File: config.mk
export PLATFORM = sky130hd
export DESIGN_NAME = alu_seq_muldiv
export DESIGN_NICKNAME = d
export VERILOG_FILES = /design/src/rtl/alu_seq_muldiv.sv
export SDC_FILE = /design/constraint.sdc
export NUM_CORES = 1
export LEC_CHECK = 0
export CAP_MARGIN = 20
export CORE_UTILIZATION = 40
export CTS_CLUSTER_SIZE = 40
export DETAILED_ROUTE_END_ITERATION = 8
export DONT_BUFFER_PORTS = 1
export PLACE_DENSITY = 0.61
export SYNTH_ARGS = -nofsm -noshare
export SYNTH_HDL_FRONTEND = slang
export SYNTH_SLANG_ARGS = --single-unit
export TNS_END_PERCENT = 5
File: constraint.sdc
create_clock -name clk -period 3.6 [get_ports clk]
set_clock_uncertainty 0.05 [all_clocks]
set_input_delay 0.72 -clock clk [delete_from_list [all_inputs] [get_ports clk]]
set_output_delay 0.72 -clock clk [all_outputs]
set_load 0.005 [all_outputs]
File: src/rtl/alu_seq_muldiv.sv
// Registered EX-stage ALU with iterative shift-add multiply and restoring divide writing HI/LO.
// Define ALU_SEQ_DIV_EN to build the divider; otherwise DIV/DIVU behave as illegal opcodes.
module alu_seq_muldiv #(
    parameter int WIDTH = 32,
    parameter int CNT_W = $clog2(WIDTH) + 1
) (
    input  logic             clk,
    input  logic             reset_n,
    input  logic             in_valid,
    output logic             in_ready,
    input  logic [WIDTH-1:0] srcA,
    input  logic [WIDTH-1:0] srcB,
    input  logic [3:0]       alucontrol,
    output logic             out_valid,
    input  logic             out_ready,
    output logic [WIDTH-1:0] alu_output,
    output logic             zero,
    output logic             carry_out,
    output logic             overflow,
    output logic [WIDTH-1:0] hi,
    output logic [WIDTH-1:0] lo,
    output logic             div_by_zero
);

    localparam logic [3:0] OP_AND   = 4'b0000;
    localparam logic [3:0] OP_OR    = 4'b0001;
    localparam logic [3:0] OP_ADD   = 4'b0010;
    localparam logic [3:0] OP_SLTU  = 4'b0011;
    localparam logic [3:0] OP_XOR   = 4'b0100;
    localparam logic [3:0] OP_NOR   = 4'b0101;
    localparam logic [3:0] OP_SUB   = 4'b0110;
    localparam logic [3:0] OP_SLT   = 4'b0111;
    localparam logic [3:0] OP_MULT  = 4'b1000;
    localparam logic [3:0] OP_MULTU = 4'b1001;
    localparam logic [3:0] OP_DIV   = 4'b1010;
    localparam logic [3:0] OP_DIVU  = 4'b1011;

    typedef enum logic [1:0] {IDLE, ITER, FIX, DONE} state_t;

    function automatic logic [WIDTH-1:0] neg_if(input logic [WIDTH-1:0] v, input logic n);
        return n ? (~v + 1'b1) : v;
    endfunction

    function automatic logic [2*WIDTH-1:0] neg_if_wide(input logic [2*WIDTH-1:0] v, input logic n);
        return n ? (~v + 1'b1) : v;
    endfunction

    state_t             state;
    logic [CNT_W-1:0]   cnt_q;
    logic [WIDTH-1:0]   divisor_q;
    logic [2*WIDTH-1:0] prod_q;
    logic               neg_lo_q;

    logic               is_mul, is_div, op_signed;
    logic [WIDTH-1:0]   a_mag, b_mag;
    logic signed [WIDTH-1:0] a_s, b_s;
    logic [WIDTH:0]     add_w, sub_w;
    logic [WIDTH-1:0]   sc_res;
    logic               sc_carry, sc_ovf;
    logic [WIDTH:0]     mul_sum;
    logic [2*WIDTH-1:0] mul_next, mul_fix;
    logic [WIDTH-1:0]   fix_hi, fix_lo;

    assign is_mul    = (alucontrol == OP_MULT) || (alucontrol == OP_MULTU);
    assign op_signed = (alucontrol == OP_MULT) || (alucontrol == OP_DIV);
    assign a_mag     = neg_if(srcA, op_signed & srcA[WIDTH-1]);
    assign b_mag     = neg_if(srcB, op_signed & srcB[WIDTH-1]);
    assign a_s       = srcA;
    assign b_s       = srcB;

`ifdef ALU_SEQ_DIV_EN
    logic               op_div_q, dbz_q, neg_hi_q;
    logic               b_zero;
    logic [WIDTH:0]     div_top, div_diff;
    logic [2*WIDTH-1:0] div_next;

    assign is_div   = (alucontrol == OP_DIV) || (alucontrol == OP_DIVU);
    assign b_zero   = (srcB == '0);
    // Restoring step: shift the next dividend bit into the partial remainder, keep it if it fits.
    assign div_top  = {prod_q[2*WIDTH-1:WIDTH], prod_q[WIDTH-1]};
    assign div_diff = div_top - {1'b0, divisor_q};
    assign div_next = div_diff[WIDTH] ? {div_top[WIDTH-1:0], prod_q[WIDTH-2:0], 1'b0}
                                      : {div_diff[WIDTH-1:0], prod_q[WIDTH-2:0], 1'b1};
`else
    assign is_div   = 1'b0;
`endif

    // Shift-add step: conditionally add the multiplicand into the upper half, then shift right.
    assign mul_sum  = {1'b0, prod_q[2*WIDTH-1:WIDTH]} + (prod_q[0] ? {1'b0, divisor_q} : '0);
    assign mul_next = {mul_sum, prod_q[WIDTH-1:1]};
    assign mul_fix  = neg_if_wide(prod_q, neg_lo_q);

    always_comb begin
        fix_hi = mul_fix[2*WIDTH-1:WIDTH];
        fix_lo = mul_fix[WIDTH-1:0];
`ifdef ALU_SEQ_DIV_EN
        if (op_div_q) begin
            fix_hi = neg_if(prod_q[2*WIDTH-1:WIDTH], neg_hi_q);
            fix_lo = neg_if(prod_q[WIDTH-1:0], neg_lo_q);
        end
`endif
    end

    assign add_w = {1'b0, srcA} + {1'b0, srcB};
    assign sub_w = {1'b0, srcA} + {1'b0, ~srcB} + {{WIDTH{1'b0}}, 1'b1};

    always_comb begin
        sc_res   = '0;
        sc_carry = 1'b0;
        sc_ovf   = 1'b0;
        case (alucontrol)
            OP_AND:  sc_res = srcA & srcB;
            OP_OR:   sc_res = srcA | srcB;
            OP_XOR:  sc_res = srcA ^ srcB;
            OP_NOR:  sc_res = ~(srcA | srcB);
            OP_ADD: begin
                sc_res   = add_w[WIDTH-1:0];
                sc_carry = add_w[WIDTH];
                sc_ovf   = (srcA[WIDTH-1] == srcB[WIDTH-1]) && (add_w[WIDTH-1] != srcA[WIDTH-1]);
            end
            OP_SUB: begin
                sc_res   = sub_w[WIDTH-1:0];
                sc_carry = sub_w[WIDTH];
                sc_ovf   = (srcA[WIDTH-1] != srcB[WIDTH-1]) && (sub_w[WIDTH-1] != srcA[WIDTH-1]);
            end
            OP_SLT:  sc_res = {{(WIDTH-1){1'b0}}, (a_s < b_s)};
            OP_SLTU: sc_res = {{(WIDTH-1){1'b0}}, (srcA < srcB)};
            default: sc_res = '0;
        endcase
    end

    assign zero = (alu_output == '0);

    // Iteration datapath: loaded on accept, stepped once per ITER cycle.
    always_ff @(posedge clk) begin
        if (state == IDLE && in_valid) begin
`ifdef ALU_SEQ_DIV_EN
            op_div_q <= is_div;
            dbz_q    <= is_div && b_zero;
            neg_hi_q <= op_signed && srcA[WIDTH-1] && !b_zero;
            if (is_div) begin
                divisor_q <= b_mag;
                prod_q    <= b_zero ? {srcA, {WIDTH{1'b1}}} : {{WIDTH{1'b0}}, a_mag};
                neg_lo_q  <= op_signed && (srcA[WIDTH-1] ^ srcB[WIDTH-1]) && !b_zero;
            end else
`endif
            begin
                divisor_q <= a_mag;
                prod_q    <= {{WIDTH{1'b0}}, b_mag};
                neg_lo_q  <= op_signed && (srcA[WIDTH-1] ^ srcB[WIDTH-1]);
            end
        end else if (state == ITER) begin
`ifdef ALU_SEQ_DIV_EN
            prod_q <= op_div_q ? div_next : mul_next;
`else
            prod_q <= mul_next;
`endif
        end
    end

    // Control FSM with registered result outputs.
    always_ff @(posedge clk or negedge reset_n) begin
        if (!reset_n) begin
            state       <= IDLE;
            cnt_q       <= '0;
            in_ready    <= 1'b1;
            out_valid   <= 1'b0;
            alu_output  <= '0;
            carry_out   <= 1'b0;
            overflow    <= 1'b0;
            hi          <= '0;
            lo          <= '0;
            div_by_zero <= 1'b0;
        end else begin
            case (state)
                IDLE: begin
                    if (in_valid) begin
                        in_ready <= 1'b0;
                        cnt_q    <= CNT_W'(WIDTH - 1);
                        if (is_mul) begin
                            state <= ITER;
                        end else if (is_div) begin
`ifdef ALU_SEQ_DIV_EN
                            state <= b_zero ? FIX : ITER;
`else
                            state <= ITER;
`endif
                        end else begin
                            state       <= DONE;
                            out_valid   <= 1'b1;
                            alu_output  <= sc_res;
                            carry_out   <= sc_carry;
                            overflow    <= sc_ovf;
                            div_by_zero <= 1'b0;
                        end
                    end
                end
                ITER: begin
                    if (cnt_q == '0) state <= FIX;
                    else             cnt_q <= cnt_q - 1'b1;
                end
                FIX: begin
                    state      <= DONE;
                    out_valid  <= 1'b1;
                    hi         <= fix_hi;
                    lo         <= fix_lo;
                    alu_output <= fix_lo;
                    carry_out  <= 1'b0;
                    overflow   <= 1'b0;
`ifdef ALU_SEQ_DIV_EN
                    div_by_zero <= dbz_q;
`else
                    div_by_zero <= 1'b0;
`endif
                end
                DONE: begin
                    if (out_ready) begin
                        state     <= IDLE;
                        out_valid <= 1'b0;
                        in_ready  <= 1'b1;
                    end
                end
                default: state <= IDLE;
            endcase
        end
    end

endmodule

### Yosys cells after proc, flatten, opt, wreduce, memory -nomap -nowiden

Index checks and enable logic that the tools add are counted.
W data, S select, Z words.

| storage, ports and cells | value |
|---|---|
| register bits | 206 |
| bits of input ports | 72 |
| output and inout bits | 102 |
| word-level logic and storage cells | 112 |

| operators by class | value |
|---|---|
| add/sub/neg operators | 8 |
| order comparisons | 2 |
| eq/ne operators | 22 |
| mux-type cells | 36 |
| bitwise operators | 10 |
| reductions and logical operators | 20 |

Operators with widths:

| kind | count |
|---|---|
| $pmux W32 S8 | 1 |
| $mux W32 | 7 |
| $add A32 B32 Y33 | 3 |
| $not A32 Y32 | 3 |
| $add A32 B1 Y32 const B | 2 |
| $add A64 B1 Y64 const B | 1 |
| $lt A32 B32 Y1 | 2 |
| $mux W64 | 1 |
| $not A64 Y64 | 1 |
| $pmux W32 S2 | 1 |
| $add A33 B1 Y33 const B | 1 |
| $and A32 B32 Y32 | 1 |
| $logic_not A32 Y1 | 1 |
| $or A32 B32 Y32 | 1 |
| $xor A32 B32 Y32 | 1 |
| $eq A4 B3 Y1 const B | 4 |
| $eq A4 B4 Y1 const B | 3 |
| $mux W6 | 2 |
| $pmux W1 S2 | 6 |
| $pmux W6 S2 | 1 |
| $reduce_and A3 Y1 | 4 |
| $mux W1 | 11 |
| $eq A4 B2 Y1 const B | 2 |
| $mux W2 | 4 |
| 20 further kinds | 34 |

### Longest topological paths before layout

| logic depth | value |
|---|---|
| depth after elaboration | 9 |
| depth in mapped cells | 14 |
| depth with buffers taken out | 13 |

### Worst setup path before layout

No wires, ideal clock.

| timing | value |
|---|---|
| path type | input -> register |
| start point | input srcA[9] |
| end point | register alu_output[0] |
| library setup time | 77 ps |
| arrival | 3387 ps |
| data required time | 3473 ps |
| path slack | 85 ps |
| stages | 12 |
| path buffers | 1 |
| path through | inv_1 -> ha_1 -> clkbuf_1 -> inv_1 -> a311o_1 -> a221o_1 -> a31oi_1 -> a21oi_1 -> a41oi_1 -> o31ai_1 -> or3_1 -> a21oi_1 |

| between the ends | value |
|---|---|
| longest elaborated chain between the ends | 5 |
| elaborated cells between the ends (all ways) | 6 |
| classes of those cells | order compare (2); mux (4) |

Ends and longest elaborated chain:

| what | RTL line | source |
|---|---|---|
| start, declared | 11 | `input logic [WIDTH-1:0] srcA,` |
| $lt A32 B32 Y1, on equally long branches | 127, 126 |  |
| $pmux W32 S8 (*) | 111 | `case (alucontrol)` |
| $mux W32 (*) | 180 | `if (is_mul) begin` |
| $mux W32 (*) | 177 | `if (in_valid) begin` |
| $pmux W32 S2 (*) | 175 | `case (state)` |
| end signal, assigned | 191 | `alu_output <= sc_res;` |
| end signal, assigned | 207 | `alu_output <= fix_lo;` |
| end, declared | 16 | `output logic [WIDTH-1:0] alu_output,` |

Every way passes the cells marked *; elsewhere a longest branch is shown, timed or not. The select of a mux whose other input is x is not followed.
A chain may end at the register's enable or synchronous reset.

### Final worst setup path

| timing | value |
|---|---|
| start point | input srcB[1] |
| end point | register alu_output[11] |

| between the ends | value |
|---|---|
| longest elaborated chain between the ends | 7 |
| elaborated cells between the ends (all ways) | 8 |
| classes of those cells | add/sub (3); mux (4); bitwise (1) |

Ends and longest elaborated chain:

| what | RTL line | source |
|---|---|---|
| start, declared | 12 | `input logic [WIDTH-1:0] srcB,` |
| $not A32 Y32 | 105 | `assign sub_w = {1'b0, srcA} + {1'b0, ~srcB} + {{WIDTH{1'b0}}, 1'b1};` |
| $add A32 B32 Y33 | 105 |  |
| $add A33 B1 Y33 | 105 |  |
| $pmux W32 S8 (*) | 111 |  |
| $mux W32 (*) | 180 |  |
| $mux W32 (*) | 177 |  |
| $pmux W32 S2 (*) | 175 |  |

Marks and branches as above.

==> impl_metrics.py <==
metrics = {
    "outcome": {
        "status": "complete, but fails checks",
        "violations": "hold timing",
    },
    "synth": {
        "ys_seq_area_frac": 0.302,
        "synthFlopType": "dfrtp_1",
        "netlist_instances": 2184,
        "yosys_warnings": 0,
        "syn_area_um2": 17500,
        "synthesis.area_per_instance_um2": 8.03,
        "syn_nets": 2403,
        "async_flop_share": 0.527,
        "netlist-cell-type-count": 89,
        "ys_ff_latch": 205,
        "synth_edf_count": 65,
    },
    "clock_tree": {
        "cts_made_buffers": 23,
        "clkTransAtPathRegs_ps": 60,
        "clockBufferDepth": 3,
        "clkLatencyLatePin_ps": 550,
        "cts_tree": "built",
        "h-tree-depth": 1,
        "root_buffer": "clkbuf_16",
        "clock-sinks": 205,
    },
    "global_route": {
        "grt_pass1_wl_um": 109000,
        "antenna_found_initial": 9,
        "gr-total-overflow": 0,
        "grt_pass1_vias": 16600,
        "grt.total_usage": 0.330,
        "grt_max_degree": 109,
    },
    "sta": {
        "slew-limit-headroom": 0.364,
        "fin_crit_ps": 3500,
        "hold_viol_final": 7,
        "rsz0062_at_grt": "no",
        "hold_ws_ps": -47.4,
        "setup_ws_ps": 104,
        "final-max-slew-violation-count": 0,
        "setup_viol": 0,
        "finalCritPeriodShare": 0.971,
        "fmax_ghz": 0.286,
        "tightest_slew_ps": 945,
    },
    "detailed_routing": {
        "drc": 0,
        "drt_iter0_drc": 2315,
        "met1Wirelength_um": 34200,
        "drt_wl_total_um": 75300,
        "first_pass_iters": 6,
        "vias_per_cell": 6.10,
        "ant_nets": 0,
        "vias": 17900,
        "wire_per_inst_um": 25.6,
        "top_layer_used": "met5",
        "wl_met3_um": 6910,
        "met2_length_um": 32000,
    },
    "setup_path": {
        "required_ps": 3970,
        "crit_slowest_cell": "a2111oi_1",
        "worstPathArrival_ps": 3860,
        "end_kind": "register",
        "crit_chain": "inv_1 > ha_1 > o21bai_1 > o211ai_1 > a311oi_1 > buf_4 > a21o_1 > nor4_1 > o22a_1 > a21oi_1 > a2111oi_1 > buf_4 > o21ai_0",
        "critPathBufInv": 3,
        "path_class": "primary input to register",
        "crit_path_max_incr_delay_ps": 580,
        "cp_max_fo": 4,
        "crit_family": "compound AO/OA/AOI/OAI gates",
        "cp_common_cell": "buf_4",
        "start_kind": "primary input",
    },
    "power_and_ir_drop": {
        "p_leak_nw": 8.96,
        "p_total_mw": 14.8,
        "peakVddDrop_mv": 0.394,
        "power_density_nw_per_um2": 719,
    },
    "min_path": {
        "hp-class": "primary input to async pin",
    },
    "place": {
        "dp_hpwl_um": 60400,
        "post-place-ws_ps": -295,
        "place.gp.congestion": 0.968,
        "numPortBuffers": 0,
        "dp_cells": 2893,
    },
    "job": {
        "cap_violations": 0,
    },
    "finish": {
        "layout_common_cells": "buf_4 (235), nor2_1 (223), nand2_1 (200), a21oi_1 (198), o21ai_0 (167)",
        "fin_cells": 2939,
        "fin_util": 0.477,
        "fillers": 4308,
        "multi_input_area_um2": 11400,
        "fin_nets": 2554,
        "area_delta_synth_final_pct": 17.6,
        "layout_commonest_cell": "buf_4",
        "drive_gt1_frac": 0.137,
        "seqCellArea_um2": 5300,
    },
    "floorplanning": {
        "io_pins": 174,
        "die_h_um": 211,
        "core-area_um2": 43200,
        "floorplan.die.width_um": 211,
        "initial_core_util": 0.406,
        "die-area_um2": 44700,
        "num_rows": 76,
    },
}
-- power breakdown --
group,internal [mW],switching [mW]
logic,2.91,4.63
clock network,1.55,1.08
registers,3.59,1.07
total,8.05,6.77
-- Yosys cell counts (27+ instances only) --
cell      count  area [um2]
nor2_1      223         837
nand2_1     201         754
a21oi_1     198         991
o21ai_0     168         841
ha_1        144        1800
inv_1       129         484
dfrtp_1     107        2680
clkbuf_1    103         387
xnor2_1      91         797
edfxtp_1     65        1950
xor2_1       63         552
nor3_1       60         300
nand3_1      47         235
and2_1       40         250
o31ai_1      39         293
a31oi_1      35         219
dfxtp_1      32         641
nor4_1       32         200
a21o_1       27         203
-- per-layer routing --
metal	vias to the layer above	global-route usage
met5	-	0
met4	6	0.0860
met3	119	0.0641
met2	885	0.497
met1	8689	0.480
li1	8243	-
-- cell type report --
type | count | area share
repair buffers | 240 | 0.0908
clock inverters | 12 | 0.00692
multi-input cells | 1734 | 0.551
well taps | 585 | 0.0355
clock buffers | 30 | 0.0343
flip-flops and latches | 205 | 0.257
inverters | 131 | 0.0239
diodes | 2 | 0.000243
-- worst register-to-register path, stage by stage, from the launching register on --
cell	delay, ps
edfxtp_1	410
or4_4	560
or4_4	620
o41ai_4	390
xor2_2	170
o2111ai_1	390
or2_0	190
o21ba_1	150
o32a_1	280
a21oi_1	140
-- flip-flops by register name, indices dropped and copies added (netlist names) --
register,cells
cnt_q,6
neg_lo_q,1
hi,32
divisor_q,32
overflow,1
lo,32
out_valid,1
state,2
carry_out,1
prod_q,64
alu_output,32
in_ready,1
-- final timing paths --
kind                             from             end  slack [ps]  cells after the start
min                           reset_n        cnt_q[0]         -50                      1
max                           srcB[1]  alu_output[11]         100                     13
max reg2reg                prod_q[12]  alu_output[25]         180                      9
min reg2reg                     lo[2]           lo[2]         450                      1
max in group asynchronous     reset_n  alu_output[18]        2850                      1
min in group clk              srcA[0]    divisor_q[0]         210                      0
-- timing repair --
| action | 4_1_cts | 5_1_grt |
|---|---|---|
| resized for setup | 0 | 4 |
| hold endpoints to repair | 108 | 0 |
| hold buffers | 1 | 0 |
| setup buffers | 0 | 1 |
| endpoints found under the setup margin | 0 | 5 |
-- cells by family (layout without fill, tap and decap cells) --
kind of cell               count (synthesis)  count (layout)  share of synthesized area
buffers and inverters                    245             413                     0.0532
DFF                                      205             205                      0.302
muxes                                     16              16                    0.00928
xor gates and xnor gates                 154             154                     0.0769
other                                      1               3                   0.000214
adders and majority gates                147             147                      0.106
AOI/OAI and AO/OA                        697             697                      0.260
and+or+nand+nor                          719             719                      0.193
-- through the flow --
stage / TNS (ps) / instance area, um2
4_1_cts: 0 / 20600
5_1_grt: 0 / 20600
2_1_floorplan: 0 / 17500
6_report: 0 / 20600
3_3_place_gp: -888 / 19700
3_5_place_dp: -1340 / 19700
No activity file was read; power rests on OpenSTA's default activity.
